===== config.mk =====
export PLATFORM = sky130hd
export DESIGN_NAME = regfile_write_arbiter_flat
export DESIGN_NICKNAME = d
export VERILOG_FILES = /design/src/rtl/regfile_write_arbiter_if.sv /design/src/rtl/regfile_write_arbiter.sv /design/src/flat_wrapper.sv
export SDC_FILE = /design/constraint.sdc
export NUM_CORES = 1
export LEC_CHECK = 0
export ABC_AREA = 0
export BUFFER_PORTS_ARGS = -buffer_cell sky130_fd_sc_hd__buf_2
export CAP_MARGIN = 20
export CORE_ASPECT_RATIO = 1.2
export CORE_MARGIN = 3
export CORE_UTILIZATION = 33
export CTS_CLUSTER_DIAMETER = 50
export CTS_CLUSTER_SIZE = 16
export DETAILED_ROUTE_END_ITERATION = 12
export PLACE_DENSITY = 0.55
export SLEW_MARGIN = 10
export SYNTH_ARGS = -nofsm -noshare
export SYNTH_HDL_FRONTEND = slang
export SYNTH_SLANG_ARGS = --single-unit

===== constraint.sdc =====
create_clock -name clk -period 2.5 [get_ports clk]
set_input_delay 0.125 -clock clk [delete_from_list [all_inputs] [get_ports clk]]
set_output_delay 0.125 -clock clk [all_outputs]
set_load 0.03 [all_outputs]

===== src/rtl/regfile_write_arbiter_if.sv =====
// Write-port bundle between the WB stage / long-latency unit and the register-file arbiter.
// Direction is seen from the arbiter: slave receives requests, master drives them.
interface regfile_write_arbiter_if #(
    parameter int WIDTH = 32,
    parameter int DEPTH = 4
);
    logic                     WBWrite;
    logic [4:0]               WBAddr;
    logic [WIDTH-1:0]         WBData;
    logic                     LUValid;
    logic [4:0]               LUAddr;
    logic [WIDTH-1:0]         LUData;
    logic                     LUReady;
    logic                     WEn;
    logic [4:0]               WAddr;
    logic [WIDTH-1:0]         WData;
    logic                     StallW;
    logic [$clog2(DEPTH):0]   FifoCount;

    modport master (
        output WBWrite, WBAddr, WBData, LUValid, LUAddr, LUData,
        input  LUReady, WEn, WAddr, WData, StallW, FifoCount
    );

    modport slave (
        input  WBWrite, WBAddr, WBData, LUValid, LUAddr, LUData,
        output LUReady, WEn, WAddr, WData, StallW, FifoCount
    );
endinterface


===== src/rtl/regfile_write_arbiter.sv =====
// Shares the register-file write port: WB has priority, LU results queue and drain into idle slots.
// Latency: WB 0 cycles; LU >=1 cycle via FIFO (0 with RF_ARB_BYPASS_EN when the port is idle).
// Backpressure: LUReady = !full; after STARVE_MAX blocked cycles StallW holds WB one cycle.
module regfile_write_arbiter #(
    parameter int WIDTH      = 32,
    parameter int DEPTH      = 4,
    parameter int STARVE_MAX = 8
) (
    input  logic                     clk,
    input  logic                     reset,
    regfile_write_arbiter_if.slave   rf
);
    localparam int PW = $clog2(DEPTH);
    localparam int CW = PW + 1;
    localparam int SW = $clog2(STARVE_MAX + 1);

    typedef enum logic {NORMAL, DRAIN} state_t;

    typedef struct packed {
        logic [4:0]       addr;
        logic [WIDTH-1:0] data;
    } entry_t;

    entry_t          mem [DEPTH];
    logic [PW-1:0]   rd_ptr;
    logic [PW-1:0]   wr_ptr;
    logic [CW-1:0]   count;
    logic [SW-1:0]   starve;
    state_t          state;

    logic            empty;
    logic            full;
    logic            ready;
    logic            push;
    logic            pop;
    logic            bypass;
    logic            grant;
    logic            stall;
    logic            wb_blocked;
    logic [4:0]      gaddr;
    logic [WIDTH-1:0] gdata;
    entry_t          head;

    always_comb begin
        empty      = (count == '0);
        full       = (count == CW'(DEPTH));
        head       = mem[rd_ptr];
        grant      = 1'b0;
        gaddr      = '0;
        gdata      = '0;
        pop        = 1'b0;
        bypass     = 1'b0;
        stall      = 1'b0;
        wb_blocked = 1'b0;
        if (reset) begin
            if (state == DRAIN) begin
                // WB is held off this cycle and retries on the next one.
                stall = 1'b1;
                if (!empty) begin
                    grant = 1'b1;
                    pop   = 1'b1;
                    gaddr = head.addr;
                    gdata = head.data;
                end
            end else if (rf.WBWrite) begin
                grant      = 1'b1;
                gaddr      = rf.WBAddr;
                gdata      = rf.WBData;
                wb_blocked = !empty;
            end else if (!empty) begin
                grant = 1'b1;
                pop   = 1'b1;
                gaddr = head.addr;
                gdata = head.data;
            end
`ifdef RF_ARB_BYPASS_EN
            else if (rf.LUValid) begin
                grant  = 1'b1;
                bypass = 1'b1;
                gaddr  = rf.LUAddr;
                gdata  = rf.LUData;
            end
`endif
        end
        ready = reset && !full;
        push  = rf.LUValid && ready && !bypass;
    end

    // x0 is hardwired: the slot is still consumed, only the enable is dropped.
    assign rf.WEn       = grant && (gaddr != 5'd0);
    assign rf.WAddr     = gaddr;
    assign rf.WData     = gdata;
    assign rf.StallW    = stall;
    assign rf.LUReady   = ready;
    assign rf.FifoCount = count;

    always_ff @(posedge clk) begin
        if (push) begin
            mem[wr_ptr] <= '{addr: rf.LUAddr, data: rf.LUData};
        end
    end

    always_ff @(posedge clk) begin
        if (!reset) begin
            rd_ptr <= '0;
            wr_ptr <= '0;
            count  <= '0;
            starve <= '0;
            state  <= NORMAL;
        end else begin
            if (push) wr_ptr <= wr_ptr + PW'(1);
            if (pop)  rd_ptr <= rd_ptr + PW'(1);
            case ({push, pop})
                2'b10:   count <= count + CW'(1);
                2'b01:   count <= count - CW'(1);
                default: count <= count;
            endcase
            case (state)
                DRAIN: begin
                    starve <= '0;
                    state  <= NORMAL;
                end
                default: begin
                    if (pop) begin
                        starve <= '0;
                    end else if (wb_blocked) begin
                        starve <= starve + SW'(1);
                        if (starve == SW'(STARVE_MAX - 1)) state <= DRAIN;
                    end
                end
            endcase
        end
    end
endmodule


===== src/flat_wrapper.sv =====
// flat-port wrapper written by rule: the top's interface ports become plain ports
module regfile_write_arbiter_flat 
#(
    parameter int WIDTH      = 32,
    parameter int DEPTH      = 4,
    parameter int STARVE_MAX = 8
)
  (clk, reset, rf_WBWrite, rf_WBAddr, rf_WBData, rf_LUValid, rf_LUAddr, rf_LUData, rf_LUReady, rf_WEn, rf_WAddr, rf_WData, rf_StallW, rf_FifoCount);
  regfile_write_arbiter_if #(.WIDTH(WIDTH), .DEPTH(DEPTH)) rf_i ();
  input  logic clk;
  input  logic reset;
  input wire logic [$bits(rf_i.WBWrite)-1:0] rf_WBWrite;
  input wire logic [$bits(rf_i.WBAddr)-1:0] rf_WBAddr;
  input wire logic [$bits(rf_i.WBData)-1:0] rf_WBData;
  input wire logic [$bits(rf_i.LUValid)-1:0] rf_LUValid;
  input wire logic [$bits(rf_i.LUAddr)-1:0] rf_LUAddr;
  input wire logic [$bits(rf_i.LUData)-1:0] rf_LUData;
  output wire logic [$bits(rf_i.LUReady)-1:0] rf_LUReady;
  output wire logic [$bits(rf_i.WEn)-1:0] rf_WEn;
  output wire logic [$bits(rf_i.WAddr)-1:0] rf_WAddr;
  output wire logic [$bits(rf_i.WData)-1:0] rf_WData;
  output wire logic [$bits(rf_i.StallW)-1:0] rf_StallW;
  output wire logic [$bits(rf_i.FifoCount)-1:0] rf_FifoCount;
  assign rf_i.WBWrite = rf_WBWrite;
  assign rf_i.WBAddr = rf_WBAddr;
  assign rf_i.WBData = rf_WBData;
  assign rf_i.LUValid = rf_LUValid;
  assign rf_i.LUAddr = rf_LUAddr;
  assign rf_i.LUData = rf_LUData;
  assign rf_LUReady = rf_i.LUReady;
  assign rf_WEn = rf_i.WEn;
  assign rf_WAddr = rf_i.WAddr;
  assign rf_WData = rf_i.WData;
  assign rf_StallW = rf_i.StallW;
  assign rf_FifoCount = rf_i.FifoCount;
  regfile_write_arbiter #(.WIDTH(WIDTH), .DEPTH(DEPTH), .STARVE_MAX(STARVE_MAX)) u_core (.clk(clk), .reset(reset), .rf(rf_i));
endmodule

==> results of run 1 <==
[flip-flops by register name, summed over array words and instances, names as in the netlist, named ones only]
signal / cells
u_core.mem: 148
u_core.state: 1
u_core.starve: 4
u_core.rf.FifoCount: 3
u_core.wr_ptr: 2
u_core.rd_ptr: 2
[power breakdown]
| part | internal [uW] | switching, uW |
|---|---|---|
| combinational | 367 | 410 |
| clock | 1450 | 979 |
| sequential | 3050 | 45.3 |
| total | 4860 | 1430 |
[what timing repair did]
action | 4_1_cts | 5_1_grt
setup endpoints to repair | 1 | 2
endpoints found under the hold margin | 148 | 0
hold buffers | 37 | 0
resized for setup | 1 | 2
[kinds of logic after synthesis]
kind of cell             Yosys count  synth area share [%]
AO/OA/AOI/OAI                     43                  5.69
XOR/XNOR                           8                  1.09
adder cells (fa/ha/maj)            7                  1.48
buffers and inverters             27                  1.86
flip-flops                       162                  73.3
multiplexers                      38                  13.1
AND/OR/NAND/NOR                   36                  3.46
[final timing paths]
kind                                             start                     end  slack (ns)  depth (start not counted)
worst min-delay path                             reset  u_core.rf.FifoCount[2]        0.11                          2
worst max register to register  u_core.rf.FifoCount[2]  u_core.rf.FifoCount[2]        0.23                          9
worst min register to register        u_core.starve[3]        u_core.starve[3]        0.51                          2
worst max-delay path            u_core.rf.FifoCount[1]                  rf_WEn        0.16                          6
[metal layers]
layer	vias up	track usage, %	share of wire [%]
met5	-	0	0.098
met4	2	5.52	1.9
met3	20	3.70	4.8
met2	96	21.6	50
met1	1777	16.7	43
li1	1661	-	-
[through the flow]
step / utilization [%] / total power (uW)
6_report: 44.0 / 6290
5_1_grt: 44.0 / 6580
4_1_cts: 43.6 / 6390
3_5_place_dp: 38.6 / 3890
3_3_place_gp: 38.6 / 3870
2_1_floorplan: - / 3640
[final cells by class]
| class | instances | share of cell area [%] |
|---|---|---|
| Inverter | 8 | 0.360 |
| Clock inverter | 7 | 0.525 |
| Clock buffer | 25 | 6.22 |
| Timing Repair Buffer | 167 | 13.1 |
| Tap cell | 256 | 3.84 |
| Multi-Input combinational cell | 132 | 19.3 |
| Antenna cell | 1 | 0.0300 |
| Sequential cell | 162 | 56.7 |
[cells in the final DEF (no fill, tap or decap), drive strengths merged]
cell type / n
mux2i: 1
dlygate4sd3: 37
nand3: 2
xnor2: 5
ha: 6
mux4: 37
nand2: 5
diode: 1
and2: 13
or3: 2
buf: 130
o311a: 1
o21ai: 3
nand3b: 1
clkbuf: 25
nor2: 5
xor2: 3
inv: 9
and4b: 3
and3b: 1
a22o: 34
nand2b: 1
a21boi: 2
fa: 1
clkinv: 6
nand4: 1
a41o: 2
dfxtp: 14
o31a: 1
and3: 1
nand4bb: 1
edfxtp: 148
[Yosys cell counts]
cell | n | area share, %
sky130_fd_sc_hd__a41o_1 | 2 | 0.31
sky130_fd_sc_hd__and3b_1 | 1 | 0.14
sky130_fd_sc_hd__nand2b_1 | 1 | 0.097
sky130_fd_sc_hd__a21boi_0 | 2 | 0.23
sky130_fd_sc_hd__buf_6 | 1 | 0.17
sky130_fd_sc_hd__o21ai_0 | 3 | 0.23
sky130_fd_sc_hd__nand4bb_1 | 1 | 0.17
sky130_fd_sc_hd__nand3_1 | 2 | 0.16
sky130_fd_sc_hd__dfxtp_1 | 14 | 4.4
sky130_fd_sc_hd__inv_1 | 8 | 0.47
sky130_fd_sc_hd__and4b_1 | 3 | 0.47
sky130_fd_sc_hd__o311a_1 | 1 | 0.16
sky130_fd_sc_hd__buf_2 | 9 | 0.70
sky130_fd_sc_hd__a22o_1 | 34 | 4.6
sky130_fd_sc_hd__xor2_1 | 3 | 0.41
sky130_fd_sc_hd__fa_1 | 1 | 0.31
sky130_fd_sc_hd__nand4_1 | 1 | 0.097
sky130_fd_sc_hd__and3_4 | 1 | 0.17
sky130_fd_sc_hd__ha_1 | 6 | 1.2
sky130_fd_sc_hd__mux2i_1 | 1 | 0.16
sky130_fd_sc_hd__and2_1 | 13 | 1.3
sky130_fd_sc_hd__or3_1 | 2 | 0.19
sky130_fd_sc_hd__clkbuf_1 | 7 | 0.41
sky130_fd_sc_hd__buf_1 | 2 | 0.12
sky130_fd_sc_hd__o31a_1 | 1 | 0.14
sky130_fd_sc_hd__nor2_1 | 5 | 0.29
sky130_fd_sc_hd__edfxtp_1 | 148 | 69
sky130_fd_sc_hd__nand2_1 | 5 | 0.29
sky130_fd_sc_hd__mux4_2 | 37 | 13
sky130_fd_sc_hd__xnor2_1 | 5 | 0.68
sky130_fd_sc_hd__nand3b_1 | 1 | 0.12
==> flow_summary_export.csv, run 1 <==
group,metric,value,unit
timing,clock_period_minus_final_worst_setup_slack,2.34,ns
timing,maxSlewHeadroom,30.5,%
yosys,yosysSeqAreaShare,73.3,%
layout,drive_gt1_share,41.1,%
timing,finalHoldViolations,0,
place,place_area,0.00734,sq mm
clock_network,clock-sinks,162,
floorplanning,coreArea,0.0190,sq mm
yosys,synth.cell_area,0.00644,sq mm
yosys,ys_warn_count,0,
setup_path,worstPathRequired,2.38,ns
layout,layout.nets,573,
power,power.leakage,0.00301,uW
clock_network,post-cts-setup-buffer-count,0,
setup_path,critPathKind,"flop to primary output",
yosys,post_synth_inst_count,321,
setup_path,crit_path_max_incr_delay,0.42,ns
floorplanning,number_of_ports_placed_on_the_die_boundary,121,
layout,seq_area,0.00473,sq mm
timing,transition_time_at_the_pin_with_the_least_slew_margin,1.04,ns
route,drcViolationCount,0,
power,worst_ir_drop_vdd,0.417,mV
timing,grt_setup_unrepaired,"no",
yosys,avgSynthCellArea,20.1,sq um
grt,first_global_vias,3806,
timing,final_worst_path_setup_slack,0.163,ns
timing,fin_worst_hold_slack,0.108,ns
layout,multi_input_comb_area,0.00161,sq mm
grt,grt-ovfl-total,0,
setup_path,worst_path_max_delay_cell,"sky130_fd_sc_hd__or3_4",
setup_path,cp-end-kind,"primary output",
floorplanning,floorplan.die.width,134,microns
yosys,postSynthNetCount,406,
place,placedCellCount,685,
timing,slew_viol_final,0,
grt,grt_max_degree,38,
floorplanning,starting_density_of_the_core,33.9,%
grt,grt.total_usage,13.2,%
route,drtPass1Iterations,4,
grt,grt_first_pass_wirelength,21.3,mm
flow_run,drv_cap,0,
place,globalplace.congestion,0.756,
floorplanning,area_enclosed_by_the_die_boundary,0.0212,sq mm
clock_network,cts.reportedPaths.clkPinSlew,0.06,ns
power,power.density_cell_area,754,mW/mm^2
clock_network,htreeDepth,4,
timing,timing.final.setup_violations,0,
floorplanning,std_cell_rows,55,
timing,fin_setup_tns,0,ns
timing,finClkSkew,0.0112,ns
route,post_detailed_route_count_of_antenna_violating_nets,0,
outcome,status,"complete, no violations",
route,vias,3556,
clock_network,cts_made_buffers,17,
route,first_iteration_detailed_routing_drc_count,240,
route,route.detailed.vias_per_inst,4.69,
layout,layoutNonFillerInstCount,758,
clock_network,cts_tree,"yes",
place,pre_cts_slack,0.239,ns
route,postRouteWirelength,13.3,mm
clock_network,cts_buffer_depth,2,
grt,antenna_violations_before_repair,2,
setup_path,critical_path_buf_inv_count,2,
worst_hold_path,hold_class,"input port to flop",
place,place.port_buffers,120,
clock_network,cts_root_buf,"sky130_fd_sc_hd__clkbuf_16",
layout,synthToLayoutAreaGrowth,29.6,%
timing,fmax,428,MHz
timing,timing.final.crit_share,93.5,%
setup_path,critical_path.startpoint_type,"flop",
floorplanning,floorplan.die.height,159,microns
route,route.detailed.wl_per_inst,17.6,microns
clock_network,clk-insertion-delay-late,0.42,ns
setup_path,worstPathMaxFanout,35,
setup_path,worst_ep_arrival_time,2.21,ns
yosys,ys_ff_latch,162,
layout,postLayoutCellArea,0.00835,sq mm
setup_path,path_cells,"or3_4, and3_4, buf_6, a22o_1, nand4bb_1, buf_2",
place,post-dp-hpwl,8.25,mm
layout,fill_cells,1736,
setup_path,critical-path-top-delay-family,"simple AND/OR/NAND/NOR gates",
yosys,yosys.cell_types.count,31,
No activity file was read; power rests on OpenSTA's default activity.
==> inputs of run 2 (changes only) <==
- CORE_ASPECT_RATIO: 1.2 -> 1.1
- clock period: 2.5 -> 2.82 ns (I/O delays scaled with it)
==> flow_summary_export.csv, run 2 (synthesized netlist as in run 1, its figures left out) <==
group,metric,value,unit
outcome,status,"complete, no violations",
layout,layoutNonFillerInstCount,742,
clock_network,htreeDepth,4,
timing,transition_time_at_the_pin_with_the_least_slew_margin,0.579,ns
worst_hold_path,hold_class,"input port to flop",
layout,layout.cells.most_common,"sky130_fd_sc_hd__edfxtp_1",
route,drcViolationCount,0,
setup_path,critical-path-top-delay-family,"simple AND/OR/NAND/NOR gates",
setup_path,critical_path.startpoint_type,"flop",
layout,postLayoutCellArea,0.00832,sq mm
power,share_comb_of_total_power,12.3,%
place,post-dp-hpwl,8.81,mm
setup_path,worstPathRequired,2.68,ns
setup_path,worst-r2r-setup-slack,0.51,ns
route,postRouteWirelength,13.4,mm
power,net-switching-power,1220,uW
place,globalplace.congestion,0.731,
clock_network,cts_buffer_depth,2,
grt,antenna_violations_before_repair,0,
floorplanning,std_cell_rows,52,
setup_path,crit_path_max_incr_delay,0.51,ns
setup_path,worst_ep_arrival_time,2.42,ns
clock_network,cts.reportedPaths.clkPinSlew,0.06,ns
timing,finClkSkew,0.00753,ns
timing,slew_viol_final,0,
setup_path,worst_r2r_path_depth,9,
timing,fin_worst_hold_slack,0.133,ns
clock_network,post-cts-setup-buffer-count,0,
grt,grt_max_degree,36,
layout,fill_cells,1638,
floorplanning,starting_density_of_the_core,34.3,%
timing,grt_setup_unrepaired,"no",
worst_hold_path,hold_start,"reset",
setup_path,worst_path_max_delay_cell,"sky130_fd_sc_hd__or3_1",
setup_path,reg2reg_from,"u_core.rf.FifoCount[2]",
layout,drive_gt1_share,39.5,%
layout,layout.cells.most_common_list,"sky130_fd_sc_hd__edfxtp_1 (148), sky130_fd_sc_hd__buf_2 (120), sky130_fd_sc_hd__mux4_2 (37), sky130_fd_sc_hd__dlygate4sd3_1 (37), sky130_fd_sc_hd__a22o_1 (34)",
power,power_frac_seq,48.9,%
setup_path,critical_path_buf_inv_count,2,
layout,finish.utilization,44.2,%
place,place_area,0.00739,sq mm
setup_path,worstPathMaxFanout,35,
layout,multi_input_comb_area,0.00160,sq mm
flow_run,drv_cap,0,
route,route.detailed.vias_per_inst,4.81,
clock_network,cts_made_buffers,17,
place,placedCellCount,675,
timing,fin_setup_tns,0,ns
route,route.detailed.wl_per_inst,18.1,microns
timing,fmax,390,MHz
floorplanning,area_enclosed_by_the_die_boundary,0.0212,sq mm
setup_path,regToRegEndpoint,"u_core.rf.FifoCount[2]",
layout,largest_register_ff_count,148,
timing,timing.final.crit_share,90.8,%
grt,grt-ovfl-total,0,
layout,largest_register_by_flop_count,"u_core.mem",
power,power.switching_fraction,21.7,%
floorplanning,floorplan.die.width,139,microns
clock_network,clock-sinks,162,
clock_network,cts_tree,"yes",
power,worst_ir_drop_vdd,0.400,mV
timing,timing.final.setup_violations,0,
layout,layout.nets,573,
floorplanning,floorplan.die.height,153,microns
layout,synthToLayoutAreaGrowth,29.1,%
grt,grt_first_pass_wirelength,21.5,mm
worst_hold_path,hold_end,"u_core.rf.FifoCount[2]",
place,place.port_buffers,120,
route,vias,3566,
grt,grt.total_usage,13.2,%
worst_hold_path,depth_of_the_worst_hold_timing_path,2,
timing,finalHoldViolations,0,
floorplanning,coreArea,0.0188,sq mm
clock_network,clk-insertion-delay-late,0.41,ns
setup_path,path_cells,"or3_1, and3_4, buf_4, a22o_1, nand4bb_1, buf_2",
clock_network,cts_root_buf,"sky130_fd_sc_hd__clkbuf_16",
timing,maxSlewHeadroom,61.4,%
power,power.leakage,0.00300,uW
route,first_iteration_detailed_routing_drc_count,210,
layout,seq_area,0.00473,sq mm
power,power.density_cell_area,674,mW/mm^2
route,drtPass1Iterations,4,
timing,clock_period_minus_final_worst_setup_slack,2.56,ns
floorplanning,number_of_ports_placed_on_the_die_boundary,121,
setup_path,cp-end-kind,"primary output",
layout,antenna-diode-count,0,
power,clock_power_share,38.8,%
route,post_detailed_route_count_of_antenna_violating_nets,0,
power,p_int,4390,uW
grt,first_global_vias,3895,
setup_path,critPathKind,"flop to primary output",
==> run 2: cell type report <==
class                           count  share of cell area, %
Inverter                            8                  0.361
Timing Repair Buffer              167                   13.2
Clock buffer                       21                   5.29
Tap cell                          243                   3.65
Clock inverter                      9                   1.38
Sequential cell                   162                   56.9
Multi-Input combinational cell    132                   19.3
==> run 2: repair_timing <==
action	4_1_cts	5_1_grt
gates resized for setup	0	0
hold endpoints to repair	148	0
hold buffers	37	0
==> run 2: stage by stage <==
| step | total power (uW) | worst slack [ns] |
|---|---|---|
| after floorplan | 3230 | 0.245 |
| after global placement | 3440 | 0.645 |
| after detailed placement | 3460 | 0.531 |
| after CTS | 5690 | 0.226 |
| after global routing | 5860 | 0.104 |
| final | 5610 | 0.258 |
==> run 2: power by group through the flow <==
stage / registers, uW / clock network (uW) / logic, uW
floorplan: 2780 / 0 / 448
global placement: 2790 / 0 / 651
detailed placement: 2790 / 0 / 660
CTS: 2750 / 2240 / 705
global route: 2750 / 2360 / 748
finish: 2740 / 2180 / 688
==> run 2: worst max path at each step <==
stage	to	depth (start not counted)	slack [ns]	from
2_1_floorplan	u_core.rf.FifoCount[2]	11	0.24	u_core.rf.FifoCount[0]
3_3_place_gp	u_core.rf.FifoCount[2]	9	0.64	u_core.rf.FifoCount[2]
3_5_place_dp	u_core.rf.FifoCount[2]	9	0.53	u_core.rf.FifoCount[2]
4_1_cts	rf_WEn	6	0.23	u_core.rf.FifoCount[2]
5_1_grt	rf_WEn	6	0.10	u_core.rf.FifoCount[1]
6_report	rf_WEn	6	0.26	u_core.rf.FifoCount[2]
==> run 2: layer usage <==
metal	vias up	track usage, %	routed length, microns
met2	95	22.7	7110
met3	16	4.30	655
met1	1795	15.7	5480
met5	-	0	0
met4	0	4.01	187
li1	1660	-	-
